## config.mk

```make
export PLATFORM = sky130hd
export DESIGN_NAME = seq_mult_param
export DESIGN_NICKNAME = d
export VERILOG_FILES = /design/src/rtl/seq_mult_param.sv
export SDC_FILE = /design/constraint.sdc
export NUM_CORES = 1
export LEC_CHECK = 0
export CAP_MARGIN = 20
export CORE_ASPECT_RATIO = 0.75
export CORE_MARGIN = 2
export CORE_UTILIZATION = 48
export CTS_BUF_LIST = sky130_fd_sc_hd__clkbuf_8 sky130_fd_sc_hd__clkbuf_16
export DETAILED_ROUTE_END_ITERATION = 10
export PLACE_DENSITY = 0.75
export SLEW_MARGIN = 0
export SYNTH_ARGS = -nofsm -noshare
export SYNTH_HDL_FRONTEND = slang
export SYNTH_SLANG_ARGS = --single-unit
```

## constraint.sdc

```tcl
create_clock -name clk -period 3.4 [get_ports clk]
set_clock_uncertainty 0.2 [all_clocks]
set_input_delay 0.34 -clock clk [delete_from_list [all_inputs] [get_ports clk]]
set_output_delay 0.34 -clock clk [all_outputs]
set_load 0.02 [all_outputs]
```

## src/rtl/seq_mult_param.sv

```systemverilog
// Iterative shift-add multiplier with valid/ready handshakes on both sides.
// Signed operands are handled as sign-magnitude, with the sign applied once when the product is loaded.
module seq_mult_param #(
    parameter int WIDTH = 8
) (
    input  logic               clk,
    input  logic               rst,
    input  logic               in_valid,
    output logic               in_ready,
    input  logic [WIDTH-1:0]   a,
    input  logic [WIDTH-1:0]   b,
    input  logic               signed_mode,
    output logic               out_valid,
    input  logic               out_ready,
    output logic [2*WIDTH-1:0] p,
    output logic               busy
);

    localparam int CW = (WIDTH > 2) ? $clog2(WIDTH) : 1;

    typedef enum logic [1:0] {
        IDLE,
        BUSY,
        DONE
    } state_t;

    state_t             state;
    state_t             state_next;
    logic [CW-1:0]      cnt;
    logic [2*WIDTH-1:0] mcand;
    logic [2*WIDTH-1:0] acc;
    logic [2*WIDTH-1:0] acc_sum;
    logic [WIDTH-1:0]   mplier;
    logic [WIDTH-1:0]   mag_a;
    logic [WIDTH-1:0]   mag_b;
    logic               neg;
    logic               accept;
    logic               last;

    assign accept  = in_valid && (state == IDLE);
    assign last    = (cnt == CW'(WIDTH - 1));
    assign acc_sum = acc + (mplier[0] ? mcand : '0);

    // Negating the most negative value wraps back onto itself, which read as unsigned is exactly its magnitude.
    always_comb begin
        mag_a = a;
        mag_b = b;
        if (signed_mode && a[WIDTH-1]) mag_a = -a;
        if (signed_mode && b[WIDTH-1]) mag_b = -b;
    end

    always_ff @(posedge clk) begin
        if (rst) state <= IDLE;
        else     state <= state_next;
    end

    always_comb begin
        state_next = state;
        case (state)
            IDLE:    if (accept) state_next = BUSY;
            BUSY:    if (last) state_next = DONE;
            DONE:    if (out_ready) state_next = IDLE;
            default: state_next = IDLE;
        endcase
    end

    always_ff @(posedge clk) begin
        if (rst) begin
            cnt    <= '0;
            mcand  <= '0;
            mplier <= '0;
            acc    <= '0;
            neg    <= 1'b0;
            p      <= '0;
        end else begin
            case (state)
                IDLE: begin
                    if (accept) begin
                        mcand  <= {{WIDTH{1'b0}}, mag_a};
                        mplier <= mag_b;
                        neg    <= signed_mode && (a[WIDTH-1] ^ b[WIDTH-1]);
                        acc    <= '0;
                        cnt    <= '0;
                    end
                end
                BUSY: begin
                    acc    <= acc_sum;
                    mplier <= mplier >> 1;
                    mcand  <= mcand << 1;
                    cnt    <= cnt + CW'(1);
                    if (last) p <= neg ? -acc_sum : acc_sum;
                end
                default: begin
                end
            endcase
        end
    end

    assign in_ready  = (state == IDLE);
    assign out_valid = (state == DONE);
    assign busy      = (state != IDLE);

endmodule

```

# After elaboration in Yosys (flattened, before gate mapping)
# Cells that the tools add are included.
[totals] register_bits=62 inputBits=21 output_inout_bits=19 wordCells=46
[op_classes] n_addsub=5 n_eq_ne=6 mux=16 n_bitwise=1 n_reduce_logical=11
[ops] op="16-bit two-way mux" n=4
[ops] op="16-bit case mux with 2 select lines" n=2
[ops] op="8-bit two-way mux" n=3
[ops] op="16-bit adder" n=1
[ops] op="16-bit negator" n=1
[ops] op="8-bit negator" n=2
[ops] op="8-bit case mux with 2 select lines" n=1
[ops] op="2-bit two-way mux" n=3
[ops] op="2-bit case mux with 3 select lines" n=1
[ops] op="3-bit case mux with 2 select lines" n=1
[ops] op="2-bit AND reduction" n=3
[ops] op="1-bit logical AND" n=4
[ops] op="2-bit by 1-bit != test with 1-bit output, second input constant" n=2
[ops] op="2-bit nonzero test" n=2
[ops] op="3-bit by 1-bit adder with 3-bit output, second input constant" n=1
[ops] op="3-bit equality test, second input constant" n=1
[ops] op="3-bit two-way mux" n=1
[ops] op="3-bit AND reduction" n=1
[ops] op="2-bit by 1-bit equality test with 1-bit output, second input constant" n=1
[ops] op="2-bit equality test, second input constant" n=1
[ops] op="2-bit logical NOT" n=1
[ops] op="2-bit != test, second input constant" n=1
[ops] op="1-bit bitwise XOR" n=1

# Longest topological paths before layout
# Gate-level depths: netlist of run 1.
[depth] depth_word=4 depth_mapped=12 mapped_depth_nobuf=11

# Worst setup path before layout of run 1
# No wires, ideal clock.
[synth_path] path_type="reg-to-reg" from="register mplier[0]" to="register p[15]" setup_ns=0.079 arrival_ns=3.200 required_time_ns=3.121 path_slack_ns=-0.079 path_stages_with_launch=12 n_path_buf=1 synth_period_minus_slack_ns=3.479 cell_sequence="dfxtp_1 > clkbuf_1 > and2_1 > ha_1 > fa_1 > and3_2 > o2111a_2 > o41ai_2 > nand2_2 > or4_4 > or3_1 > o211ai_1"
[synth_via] elab_chain_cells=4
[synth_rtl] element="start, declared" line_no="33" text="logic [WIDTH-1:0] mplier;"
[synth_rtl] element="start signal, assigned" line_no="80" text="mplier <= mag_b;"
[synth_rtl] element="start signal, assigned" line_no="88" text="mplier <= mplier >> 1;"
[synth_rtl] element="16-bit two-way mux *" line_no="42" text="assign acc_sum = acc + (mplier[0] ? mcand : '0);"
[synth_rtl] element="16-bit adder *" line_no="42"
[synth_rtl] element="16-bit negator" line_no="91" text="if (last) p <= neg ? -acc_sum : acc_sum;"
[synth_rtl] element="16-bit two-way mux *" line_no="91"
[synth_rtl] element="end signal, assigned" line_no="91"
[synth_rtl] element="end, declared" line_no="15" text="output logic [2*WIDTH-1:0] p,"
# Every way passes the cells marked *; elsewhere a longest branch is shown, timed or not.
# A chain may end at the register's enable or synchronous reset.

# Worst setup path in the final report of run 1
[layout_path] from="register mcand[0]" to="register p[15]"
[layout_via] elab_chain_cells=4
[layout_rtl] element="start, declared" line_no="30" text="logic [2*WIDTH-1:0] mcand;"
[layout_rtl] element="start signal, assigned" line_no="79" text="mcand <= {{WIDTH{1'b0}}, mag_a};"
[layout_rtl] element="start signal, assigned" line_no="89" text="mcand <= mcand << 1;"
[layout_rtl] element="16-bit two-way mux *" line_no="42"
[layout_rtl] element="16-bit adder *" line_no="42"
[layout_rtl] element="16-bit negator" line_no="91"
[layout_rtl] element="16-bit two-way mux *" line_no="91"
# Marked as above.

==> impl_metrics.yaml, run 1 <==
hold_path:
  worstHoldEndpoint: "acc[11]$_SDFFE_PP0P_"
  worstHoldPathCells: 2
  hold_start: "rst"
  hp-class: "in2reg"
run:
  maxCapViolCount: 0
timing:
  hold_viol: 0
  fin_crit_sh_pct: 96.50
  tightest_slew_ps: 927.5
  drv_slew: 0
  setup_viol: 0
  layout_min_cycle_time_ps: 3281
  max_freq_mhz: 304.8
  max_slew_margin_pct: 38.02
  tns_ps: 0
yosys:
  synth_nets: 529
  syn_area_per_cell_sq_um: 7.965
  postSynthCellCount: 487
  synth_edf_count: 0
  ys_top_cells_by_area: "dfxtp_1 (32%), a21oi_1 (6.7%), ha_1 (6.5%), nand2_1 (5.0%), nor2_1 (4.5%)"
  ys_warn_count: 0
  yosysSeqAreaShare_pct: 32.00
  synth_ff_type: "dfxtp_1"
  ys_types: 60
  synth_seq_cells: 62
  syn_area_sq_um: 3879
  yosysTopAreaCellShare_pct: 32.00
  yosys.area.top_type: "dfxtp_1"
  async_flop_share_pct: 0
global_routing:
  grt_max_degree: 64
  grt_usage_pct: 23.22
  grt_pass1_vias: 3395
  antenna_found_initial: 0
  grt_pass1_wl_mm: 16.05
  grt_overflow: 0
power_and_ir_drop:
  seq_power_share_pct: 45.1
  p_sw_share_pct: 26.40
  power_density_nw_per_um2: 351.3
  p_leak_nw: 1.872
  p_comb_share_pct: 11.6
  netSwitchingPower_mw: 0.4437
  pwr-share-clk_pct: 43.3
  vdd_drop_max_v: 0.0003303
  power_mw: 1.680
  intPower_mw: 1.237
clocking:
  cts_hold_buffers: 0
  clkTransAtPathRegs_ps: 70
  clock_sinks: 62
  cts_tree: "done"
  cts_buffer_depth: 2
  cts_buffers: 9
  root_buffer: "clkbuf_8"
  clock_latency_ps: 360
  htreeDepth: 3
detailed_routing:
  wl_per_cell_microns: 15.35
  ant_nets: 0
  vias_per_cell: 5.774
  vias: 3724
  dr.pass1.iters: 5
  wl_mm: 9.900
  drt-initial-drc-count: 183
  drcViolationCount: 0
worst_setup_path:
  r2r-end: "p[15]$_SDFFE_PP0P_"
  reg2reg_slack_ps: 120
  crit_type: "reg2reg"
  end_kind: "flop"
  worstPathRequired_ps: 3470
  crit_arrival_ps: 3360
  start_kind: "flop"
  critPathMaxFanout: 4
  r2r-start: "mcand[0]$_SDFFE_PP0P_"
  r2r_cells: 11
placement:
  place_area_sq_um: 4399
  gp_routability_congestion: 0.8958
  port_buffers: 39
  hpwl_mm: 7.028
  dp.cells: 622
floorplanning:
  fp.dieW_microns: 107.8
  pin_count: 40
  dieArea_sq_um: 8823
  die_height_microns: 81.85
  core_sq_um: 7883
  start_util_pct: 49.21
  num_rows: 28
run_status:
  status: "finished clean"
final_layout:
  area_delta_synth_final_pct: 23.32
  fillers: 733
  mostFrequentLayoutCells: "dfxtp_1 (61), nand2_1 (52), a21oi_1 (50)"
  nets: 577
  utilization_pct: 60.68
  stdcell_count: 645
  mostFrequentLayoutCell: "dfxtp_1"
  n_antenna_cell: 0
  drive_above_1_share_pct: 14.63
  design_area_sq_um: 4783
-- cells in the mapped netlist (4+ instances only) --
cell / number
nand3_1: 32
nor3_1: 11
and3_1: 4
dfxtp_1: 62
a21oi_1: 52
nand2_1: 52
clkbuf_8: 4
ha_1: 20
xor2_1: 16
a221oi_1: 6
o21ai_0: 12
nand2b_1: 4
a211oi_1: 11
xnor2_1: 13
clkbuf_1: 18
and2_1: 15
a22oi_1: 12
nor2_1: 47
inv_1: 16
or3_1: 5
a31oi_1: 8
-- power by group through the flow --
stage | clock [mW] | combinational [mW] | sequential (mW)
6_report | 0.728 | 0.195 | 0.758
5_1_grt | 0.771 | 0.214 | 0.759
4_1_cts | 0.744 | 0.188 | 0.757
3_5_place_dp | 0 | 0.187 | 0.774
3_3_place_gp | 0 | 0.183 | 0.773
2_1_floorplan | 0 | 0.127 | 0.768
-- logic make-up after synthesis --
group	synth area share, %
buf+inv	5.580
mux	0.7742
compound gates	23.87
fa+ha+maj	6.968
simple gates	23.42
xor+xnor	7.387
flops	32.00
-- per-stage QoR --
stage / hold WS (ps) / setup WS [ps]
3_3_place_gp: 241.6 / 55.68
2_1_floorplan: 231.7 / 41.64
4_1_cts: 257.8 / 18.65
6_report: 231.4 / 119.0
5_1_grt: 247.1 / -16.16
3_5_place_dp: 244.3 / 41.34
-- critical path: stages, from the launching register on --
cell and delay (ps):
dfxtp_2 330, and2_4 160, ha_4 170, fa_2 380
and3_4 160, o2111a_2 300, buf_6 130, o41ai_4 280
nand2_2 150, or4_4 530, or3_1 320, o211ai_1 90
-- sequential cells by signal, summed over array words and instances, names as in the netlist --
register,flops
cnt,3
mcand,16
p,16
mplier,8
acc,16
state,2
neg,1
-- layer usage --
metal / wire [microns] / track usage [%] / vias to the layer above / part of all wire, %
li1: - / - / 1852 / -
met1: 4622 / 30.76 / 1766 / 47
met2: 4591 / 37.23 / 90 / 46
met3: 467 / 4.603 / 16 / 4.7
met4: 218 / 9.744 / 0 / 2.2
met5: 0 / 0 / - / 0
-- timing repair --
action	in CTS	in global routing
buffers inserted	0	6
endpoints found under the setup margin	0	6
resized for setup	0	23
-- final cells by class --
class	count	area, sq um	area share (%)
clock buffers	9	123.9	2.590
flip-flops and latches	62	1242	25.97
inverters	16	60.06	1.256
clock inverters	7	98.84	2.066
multi-input cells	382	2534	52.97
repair buffers	64	593.1	12.40
well taps	105	131.4	2.747
-- worst max-delay path by stage --
stage                      startpoint            endpoint  slack (ps)  cells past startpoint
2_1_floorplan  mplier[0]$_SDFFE_PP0P_  p[15]$_SDFFE_PP0P_          40                     12
4_1_cts        mplier[0]$_SDFFE_PP0P_  p[15]$_SDFFE_PP0P_          20                     11
6_report        mcand[0]$_SDFFE_PP0P_  p[15]$_SDFFE_PP0P_         120                     11
3_3_place_gp   mplier[0]$_SDFFE_PP0P_  p[13]$_SDFFE_PP0P_          60                     12
3_5_place_dp   mplier[0]$_SDFFE_PP0P_  p[15]$_SDFFE_PP0P_          40                     11
5_1_grt         mcand[0]$_SDFFE_PP0P_  p[15]$_SDFFE_PP0P_         -20                     11
(Power assumes the default switching activity.)
==> inputs of run 2 (changes only) <==
Settings changed: ABC_CLOCK_PERIOD_IN_PS from default to 3400.
==> results of run 2 <==
The final DEF is identical to that of run 1; final timing and power are the same.
